### src/rtl/apb_gpio_spi_ctrl_pkg.sv
// apb_gpio_spi_ctrl_pkg: register offsets, default read value and pad indices
package apb_gpio_spi_ctrl_pkg;
  localparam logic [7:0] GPIO_OUT = 8'h40;
  localparam logic [7:0] GPIO_DIR = 8'h44;
  localparam logic [7:0] GPIO_PIN = 8'h48;
  localparam logic [7:0] SPI_DATA = 8'h4C;
  localparam logic [7:0] SPI_CNT  = 8'h50;
  localparam logic [7:0] SPI_STA  = 8'h54;
  localparam logic [7:0] CURSOR_X = 8'h80;
  localparam logic [7:0] CURSOR_Y = 8'h84;
  localparam logic [31:0] RD_DEFAULT = 32'hFFFF_FFFF;
  localparam int MISO = 0;
  localparam int MOSI = 1;
  localparam int SCK  = 2;
  localparam int CS   = 3;
endpackage

### src/rtl/apb_gpio_spi_ctrl_spi_shifter.sv
// apb_gpio_spi_ctrl_spi_shifter: two-phase MSB-first bit-serial SPI stepper
module apb_gpio_spi_ctrl_spi_shifter
  import apb_gpio_spi_ctrl_pkg::*;
(
  input  logic        clk,
  input  logic        cpu_reset_n,
  input  logic        start,
  input  logic        stall,
  input  logic [7:0]  cnt_wdata,
  input  logic [31:0] spi_out,
  input  logic        miso,
  output logic [7:0]  spi_cnt,
  output logic [7:0]  spi_sta,
  output logic [31:0] spi_in,
  output logic        mosi_en,
  output logic        mosi,
  output logic        sck_en,
  output logic        sck
);
  logic [4:0] next_bit;
  logic [4:0] first_bit;
  logic       step;
  assign first_bit = cnt_wdata[4:0] - 5'd1;
  assign step      = !stall && spi_cnt != 8'd0;
  assign mosi_en   = start || (step && spi_sta != 8'd0);
  assign mosi      = spi_out[start ? first_bit : next_bit];
  assign sck_en    = start || step;
  assign sck       = step && spi_sta == 8'd0;
  // start loads the transfer; otherwise alternate sample/rise and shift/fall phases
  always_ff @(posedge clk or negedge cpu_reset_n) begin
    if (!cpu_reset_n) begin
      spi_cnt  <= '0;
      spi_sta  <= '0;
      spi_in   <= '0;
      next_bit <= '0;
    end else if (start) begin
      spi_in   <= '0;
      spi_sta  <= '0;
      spi_cnt  <= cnt_wdata;
      next_bit <= first_bit;
    end else if (step) begin
      if (spi_sta == 8'd0) begin
        spi_in[next_bit] <= miso;
        next_bit         <= next_bit - 5'd1;
        spi_sta          <= 8'd3;
      end else begin
        spi_sta <= '0;
        spi_cnt <= spi_cnt - 8'd1;
      end
    end
  end
endmodule

### src/rtl/apb_gpio_spi_ctrl.sv
// apb_gpio_spi_ctrl: APB3 slave with SD-pad GPIO, SPI shifter and LCD cursor registers
module apb_gpio_spi_ctrl
  import apb_gpio_spi_ctrl_pkg::*;
#(
  parameter int ADDR_W = 8
) (
  input  logic              clk,
  input  logic              cpu_reset_n,
  input  logic [ADDR_W-1:0] apb_paddr,
  input  logic              apb_psel,
  input  logic              apb_penable,
  input  logic              apb_pwrite,
  input  logic [31:0]       apb_pwdata,
  output logic [31:0]       apb_prdata,
  output logic              apb_pready,
  input  logic [5:0]        pad_i,
  output logic [5:0]        pad_o,
  output logic [5:0]        pad_oe,
  output logic [31:0]       cursor_x,
  output logic [31:0]       cursor_y
);
  logic [7:0]  addr;
  logic        wr, rd, wr_last, wr_en;
  logic [7:0]  gpio_out, gpio_dir;
  logic [5:0]  pin;
  logic [31:0] spi_out, spi_in;
  logic [7:0]  spi_cnt, spi_sta;
  logic        mosi_en, mosi, sck_en, sck;
  assign addr       = apb_paddr[7:0];
  assign wr         = apb_psel && apb_penable && apb_pwrite;
  assign rd         = apb_psel && apb_penable && !apb_pwrite;
  assign wr_en      = wr && !wr_last;
  assign apb_pready = 1'b1;
  assign pad_o      = gpio_out[5:0];
  assign pad_oe     = gpio_dir[5:0];
  apb_gpio_spi_ctrl_spi_shifter u_spi (
    .clk        (clk),
    .cpu_reset_n(cpu_reset_n),
    .start      (wr_en && addr == SPI_CNT),
    .stall      (wr_en),
    .cnt_wdata  (apb_pwdata[7:0]),
    .spi_out    (spi_out),
    .miso       (pad_i[MISO]),
    .spi_cnt    (spi_cnt),
    .spi_sta    (spi_sta),
    .spi_in     (spi_in),
    .mosi_en    (mosi_en),
    .mosi       (mosi),
    .sck_en     (sck_en),
    .sck        (sck)
  );
  // plain storage registers, pin sampling and write-edge tracking
  always_ff @(posedge clk or negedge cpu_reset_n) begin
    if (!cpu_reset_n) begin
      wr_last  <= 1'b0;
      pin      <= '0;
      gpio_dir <= '0;
      spi_out  <= '0;
      cursor_x <= '0;
      cursor_y <= '0;
    end else begin
      wr_last <= wr;
      pin     <= pad_i;
      if (wr_en && addr == GPIO_DIR) gpio_dir <= apb_pwdata[7:0];
      if (wr_en && addr == SPI_DATA) spi_out  <= apb_pwdata;
      if (wr_en && addr == CURSOR_X) cursor_x <= apb_pwdata;
      if (wr_en && addr == CURSOR_Y) cursor_y <= apb_pwdata;
    end
  end
  // gpio_out takes CPU writes; the shifter owns MOSI/SCK in the cycles it acts
  always_ff @(posedge clk or negedge cpu_reset_n) begin
    if (!cpu_reset_n) begin
      gpio_out <= '0;
    end else if (wr_en && addr == GPIO_OUT) begin
      gpio_out <= apb_pwdata[7:0];
    end else begin
      if (mosi_en) gpio_out[MOSI] <= mosi;
      if (sck_en) gpio_out[SCK] <= sck;
    end
  end
  // combinational read mux; all-ones when idle or unmapped
  always_comb begin
    apb_prdata = RD_DEFAULT;
    if (rd)
      case (addr)
        GPIO_OUT: apb_prdata = {24'd0, gpio_out};
        GPIO_DIR: apb_prdata = {24'd0, gpio_dir};
        GPIO_PIN: apb_prdata = {26'd0, pin};
        SPI_DATA: apb_prdata = spi_in;
        SPI_CNT:  apb_prdata = {24'd0, spi_cnt};
        SPI_STA:  apb_prdata = {24'd0, spi_sta};
        CURSOR_X: apb_prdata = cursor_x;
        CURSOR_Y: apb_prdata = cursor_y;
        default:  apb_prdata = RD_DEFAULT;
      endcase
  end
endmodule

### config.mk
export PLATFORM = sky130hd
export DESIGN_NAME = apb_gpio_spi_ctrl
export DESIGN_NICKNAME = d
export VERILOG_FILES = /design/src/rtl/apb_gpio_spi_ctrl_pkg.sv /design/src/rtl/apb_gpio_spi_ctrl_spi_shifter.sv /design/src/rtl/apb_gpio_spi_ctrl.sv
export SDC_FILE = /design/constraint.sdc
export NUM_CORES = 1
export LEC_CHECK = 0
export ABC_CLOCK_PERIOD_IN_PS = 3900
export BUFFER_PORTS_ARGS = -buffer_cell sky130_fd_sc_hd__buf_2
export CAP_MARGIN = 5
export CORE_MARGIN = 5
export CORE_UTILIZATION = 55
export CTS_BUF_LIST = sky130_fd_sc_hd__clkbuf_8
export DETAILED_ROUTE_END_ITERATION = 7
export PLACE_DENSITY = 0.81
export SETUP_SLACK_MARGIN = 0.2
export SYNTH_ARGS = -nofsm -noshare
export SYNTH_HDL_FRONTEND = slang
export SYNTH_SLANG_ARGS = --single-unit
### constraint.sdc
create_clock -name clk -period 3.9 [get_ports clk]
set_clock_uncertainty 0.2 [all_clocks]
set_input_delay 0.195 -clock clk [delete_from_list [all_inputs] [get_ports clk]]
set_output_delay 0.195 -clock clk [all_outputs]
set_load 0.05 [all_outputs]
Word level (Yosys, flattened, before mapping)
Index checks and enable logic that the tools add are counted.
{"block": "totals", "in_bits": 51, "out_inout_bits": 109, "wordCells": 79, "register_bits": 172}
{"block": "classes", "n_reduce_logical": 28, "order_cmp": 3, "eq_ne": 9, "n_mux": 23, "n_addsub": 3}
{"op": "$pmux 32 s8", "n": 1}
{"op": "$mux 32", "n": 4}
{"op": "$eq 8x7->1 const B", "n": 6}
{"op": "$mux 8", "n": 5}
{"op": "$bwmux 32", "n": 1}
{"op": "$mux 5", "n": 4}
{"op": "$eq 8x8->1 const B", "n": 2}
{"op": "$reduce_bool 8->1", "n": 2}
{"op": "$logic_and 1x1->1", "n": 14}
{"op": "$lt 5x6->1 const B", "n": 2}
{"op": "$sub 5x1->5 const B", "n": 2}
{"op": "$logic_not 8->1", "n": 1}
{"op": "$reduce_bool 2->1", "n": 4}
{"op": "$sub 8x1->8 const B", "n": 1}
{"op": "$bmux 1 s5", "n": 1}
{"op": "$demux 1 s5", "n": 1}
{"op": "$ge 5x1->1 const B", "n": 1}
{"op": "$mux 1", "n": 4}
{"op": "$mux 2", "n": 2}
{"op": "$reduce_and 2->1", "n": 2}
{"op": "$logic_not 1->1", "n": 3}
{"op": "$logic_or 1x1->1", "n": 2}
{"op": "$ne 2x1->1 const B", "n": 1}

Longest topological paths before layout
{"block": "logic_depth", "depth_word": 9, "ltp_mapped": 11, "ltp_nobuf": 10}

Cells and area by module
Synthesis repeated with hierarchy kept, for this count alone.
{"block": "hier_totals", "hier_cells": 822, "hier_area_um2": 8757.1}
{"module": "apb_gpio_spi_ctrl", "cells_per_inst": 441, "seq_area_each_um2": 2977.9, "area_each_um2": 5694.2, "instances": 1}
{"module": "apb_gpio_spi_ctrl_spi_shifter", "cells_per_inst": 381, "seq_area_each_um2": 1151.1, "area_each_um2": 3062.9, "instances": 1}

Least setup slack after synthesis
No wires, ideal clock.
{"block": "synth_path", "kind": "input to output", "from": "in apb_paddr[1]", "to": "out apb_prdata[2]", "path_stages": 7, "arrival_time_ns": 2.395, "slack_ns": 1.110, "cell_sequence": "or4_1 -> buf_2 -> nor2_1 -> a2111oi_0 -> nor3_1 -> clkbuf_1 -> nand4_1"}
{"block": "synth_via", "elab_chain_cells": 3}
{"element": "from (decl)", "line_no": "apb_gpio_spi_ctrl.sv:9", "text": "input logic [ADDR_W-1:0] apb_paddr,"}
{"element": "$eq 8x8->1 / $eq 8x7->1 (equally long branches)", "line_no": "apb_gpio_spi_ctrl.sv:85", "text": "case (addr)"}
{"element": "$pmux 32 s8 (*)", "line_no": "apb_gpio_spi_ctrl.sv:85"}
{"element": "$mux 32 (*)", "line_no": "apb_gpio_spi_ctrl.sv:84", "text": "if (rd)"}
{"element": "to (decl)", "line_no": "apb_gpio_spi_ctrl.sv:14", "text": "output logic [31:0] apb_prdata,"}
Every way passes the cells marked *; elsewhere a longest branch is shown, timed or not.

Final worst setup path
{"block": "layout_path", "from": "in apb_paddr[1]", "to": "out apb_prdata[0]"}
The elaborated chain is that of the path after synthesis.

==> impl_metrics.csv <==
group,metric,value,unit
critical_path,timing.reg2reg.setup_slack,910,ps
cells_and_area,utilization,67.7,%
detailed_routing,drcViolationCount,0,
synth,syn_nets,798,
placement,dpl.cell_count,1032,
placement,place_congestion,0.932,
worst_hold_path,hold_depth,4,
floorplanning,die_h,130,microns
critical_path,path_buf_inv,3,
critical_path,worst-r2r-cell-count,8,
run,drv_cap,0,
synth,yosys-top-cells-area,"dfrtp_1, mux2_2, nand2_1",
synth,ys_top_cells_by_count,"dfrtp_1, nand2_1, mux2_2",
synth,synth.cell_area,0.00797,sq mm
detailed_routing,wl_per_cell,19.4,microns
clock_tree,cts.sinks,165,
global_route,grt_pass1_wl,35.1,mm
critical_path,reg2reg_from,"wr_last$_DFF_PN0_",
cells_and_area,layout-drive-gt1-share,34.3,%
detailed_routing,via_count,6692,
power,power_density,497,mW/mm^2
critical_path,required,3500,ps
floorplanning,ios,160,
synth,synth.most_common_cell,"dfrtp_1",
detailed_routing,ant_nets,0,
synth,synth_seq_area_share,51.8,%
synth,avgSynthCellArea,10.8,sq um
synth,yosys.area_share.adder,0.942,%
timing,period_share,77.1,%
critical_path,cp-start-kind,"primary input",
synth,synth_mux_area_share,16.0,%
synth,ys_seq_elements,165,
synth,ys_async_sr_fraction,100,%
cells_and_area,finalNetCount,965,
worst_hold_path,hold_class,"in2reg",
detailed_routing,first_iter_violations,700,
timing,setup_violations,0,
synth,netlist_instances,741,
critical_path,cp_num_cells,9,
timing,fin_crit,3010,ps
timing,rsz0062_at_grt,"no",
detailed_routing,routed_via_density,6.06,
synth,synth_cell_types,49,
cells_and_area,area_growth,22.1,%
placement,hpwl,14.3,mm
synth,yosys_warnings,0,
synth,synth_compound_area_share,11.5,%
cells_and_area,fin_cells,1105,
timing,slew_headroom,17.4,%
synth,synthXorXnorAreaFrac,1.43,%
global_route,overflow,0,
timing,finalSetupTns,0,ps
clock_tree,h-tree-depth,4,
critical_path,crit_start,"apb_paddr[1]",
synth,synth-simple-area-share,14.1,%
timing,hold_viol_final,0,
detailed_routing,first_pass_iters,7,
synth,synth_edf_count,0,
critical_path,crit_top_cell,"buf_2",
floorplanning,rows,44,
cells_and_area,fin_area,0.00973,sq mm
global_route,first_global_vias,6743,
floorplanning,initial_core_util,55.4,%
clock_tree,clk_latency,460,ps
clock_tree,cts_setup_buffers,0,
detailed_routing,wl,21.4,mm
clock_tree,cts_tree,"yes",
power,power.leakage,4.64,nW
critical_path,cpPeakStageDelay,660,ps
synth,synth_flop_cell,"dfrtp_1",
synth,yosysTopAreaCell,"dfrtp_1",
placement,dpl-instance-area,0.00884,sq mm
floorplanning,die_w,130,microns
floorplanning,core,0.0144,sq mm
global_route,grt_max_degree,96,
critical_path,worstPathMaxFanout,34,
critical_path,cp_slowest_cell,"or4_1",
global_route,grt_usage,26.3,%
status,outcome,"finished clean",
clock_tree,cts_buffers,17,
critical_path,endpoint_kind,"output port",
critical_path,worstReg2RegEnd,"gpio_out[1]$_DFFE_PN0P_",
global_route,antenna_found_initial,0,
synth,synth_top_family_by_area,"multiplexers",
timing,hold_slack,60.7,ps
critical_path,cp-endpoint,"apb_prdata[0]",
clock_tree,clockRootBuffer,"clkbuf_8",
synth,synth_top_cell_area_share,51.8,%
floorplanning,dieArea,0.0170,sq mm
power,peakVddDrop,275,uV
critical_path,worst-setup-path-type,"in2out",
timing,fmax,333,MHz
critical_path,cp_top_family,"simple AND/OR/NAND/NOR gates",
critical_path,crit_chain,"buf_2, or4_1, nor2_2, buf_4, a2111oi_0, nor3_2, a21boi_0, nand4_1, buf_2",
clock_tree,clk_pin_slew,80,ps
timing,slew_viol_final,0,
timing,worst_pin_slew,1230,ps
clock_tree,clockBufferDepth,2,
cells_and_area,antenna_cells,0,
critical_path,crit_arrival,2610,ps
placement,io_buffers,158,
==> kinds of logic after synthesis <==
family | count (synthesis)
flops | 165
buf+inv | 72
xor+xnor | 13
mux | 112
fa+ha+maj | 6
other cells | 1
simple gates | 242
compound gates | 130
==> timing repair <==
action	4_1_cts	5_1_grt
hold buffers	41	0
hold endpoints to repair	223	0
gates resized for setup	0	0
==> layout by cell type (no fill, tap or decap), types with 4 or more instances in the layout <==
master | synthesis | final
mux2_2 | 104 | 104
dlygate4sd3_1 | 0 | 41
nand4_1 | 10 | 10
ha_1 | 6 | 6
a2111oi_0 | 4 | 4
and2_1 | 5 | 5
a21oi_1 | 45 | 45
a211oi_1 | 5 | 5
bufinv_16 | 0 | 5
a222oi_1 | 40 | 40
buf_2 | 4 | 157
mux2i_1 | 6 | 6
o21ai_0 | 20 | 20
nor2_1 | 22 | 20
clkbuf_8 | 0 | 21
nand2_1 | 131 | 131
nor3_1 | 8 | 6
xnor2_1 | 8 | 8
nand3_1 | 38 | 38
o21a_1 | 5 | 5
inv_1 | 7 | 8
xor2_1 | 5 | 5
buf_4 | 14 | 12
dfrtp_1 | 165 | 165
and3_1 | 4 | 4
==> worst reg2reg max path, delay by kind of cell, from the launching register on <==
family / cells / cell delay [ps]
compound gates: 3 / 1180
flops: 1 / 380
simple gates: 5 / 1120
==> registers in the layout, summed over array words and instances (netlist names) <==
name,flops
cursor_x,32
cursor_y,32
spi_out,32
u_spi.spi_in,32
gpio_dir,8
gpio_out,8
u_spi.spi_cnt,8
pin,6
u_spi.next_bit,5
u_spi.spi_sta,1
wr_last,1
==> layer usage <==
layer	vias to the layer above	track usage (%)	share of wire [%]
met4	0	9.01	2.5
met1	3295	35.5	42
met2	321	42.4	47
met5	-	0	0
li1	3022	-	-
met3	54	5.89	8.1
==> through the flow <==
step | setup WS, ps | total power, mW
2_1_floorplan | 1110 | 3.03
4_1_cts | 957 | 4.86
5_1_grt | 721 | 5.11
3_3_place_gp | 733 | 3.32
6_report | 894 | 4.84
3_5_place_dp | 685 | 3.36
==> where the power goes <==
part	total (mW)	internal (mW)	switching (mW)
Combinational	1.15	0.449	0.699
Clock	1.46	0.833	0.627
Sequential	2.23	1.96	0.269
==> final cells by class <==
| cell class | instances | area [sq um] |
|---|---|---|
| Clock buffer | 21 | 289 |
| Clock inverter | 11 | 195 |
| Fill cell | 1048 | 4640 |
| Inverter | 7 | 26.3 |
| Multi-Input combinational cell | 504 | 3520 |
| Sequential cell | 165 | 4130 |
| Tap cell | 184 | 230 |
| Timing Repair Buffer | 213 | 1340 |
==> how the worst min path moves through the flow <==
stage / slack [ps] / endpoint / start
floorplan: -300 / cursor_x[0]$_DFFE_PN0P_ / cpu_reset_n
global placement: 100 / pin[5]$_DFF_PN0_ / pad_i[5]
detailed placement: 100 / pin[4]$_DFF_PN0_ / pad_i[4]
CTS: 30 / u_spi.spi_cnt[0]$_DFFE_PN0P_ / apb_paddr[5]
global route: 60 / u_spi.spi_cnt[0]$_DFFE_PN0P_ / apb_paddr[5]
finish: 60 / u_spi.spi_cnt[0]$_DFFE_PN0P_ / apb_paddr[5]
Note: power is estimated with default switching activity, not from simulation.
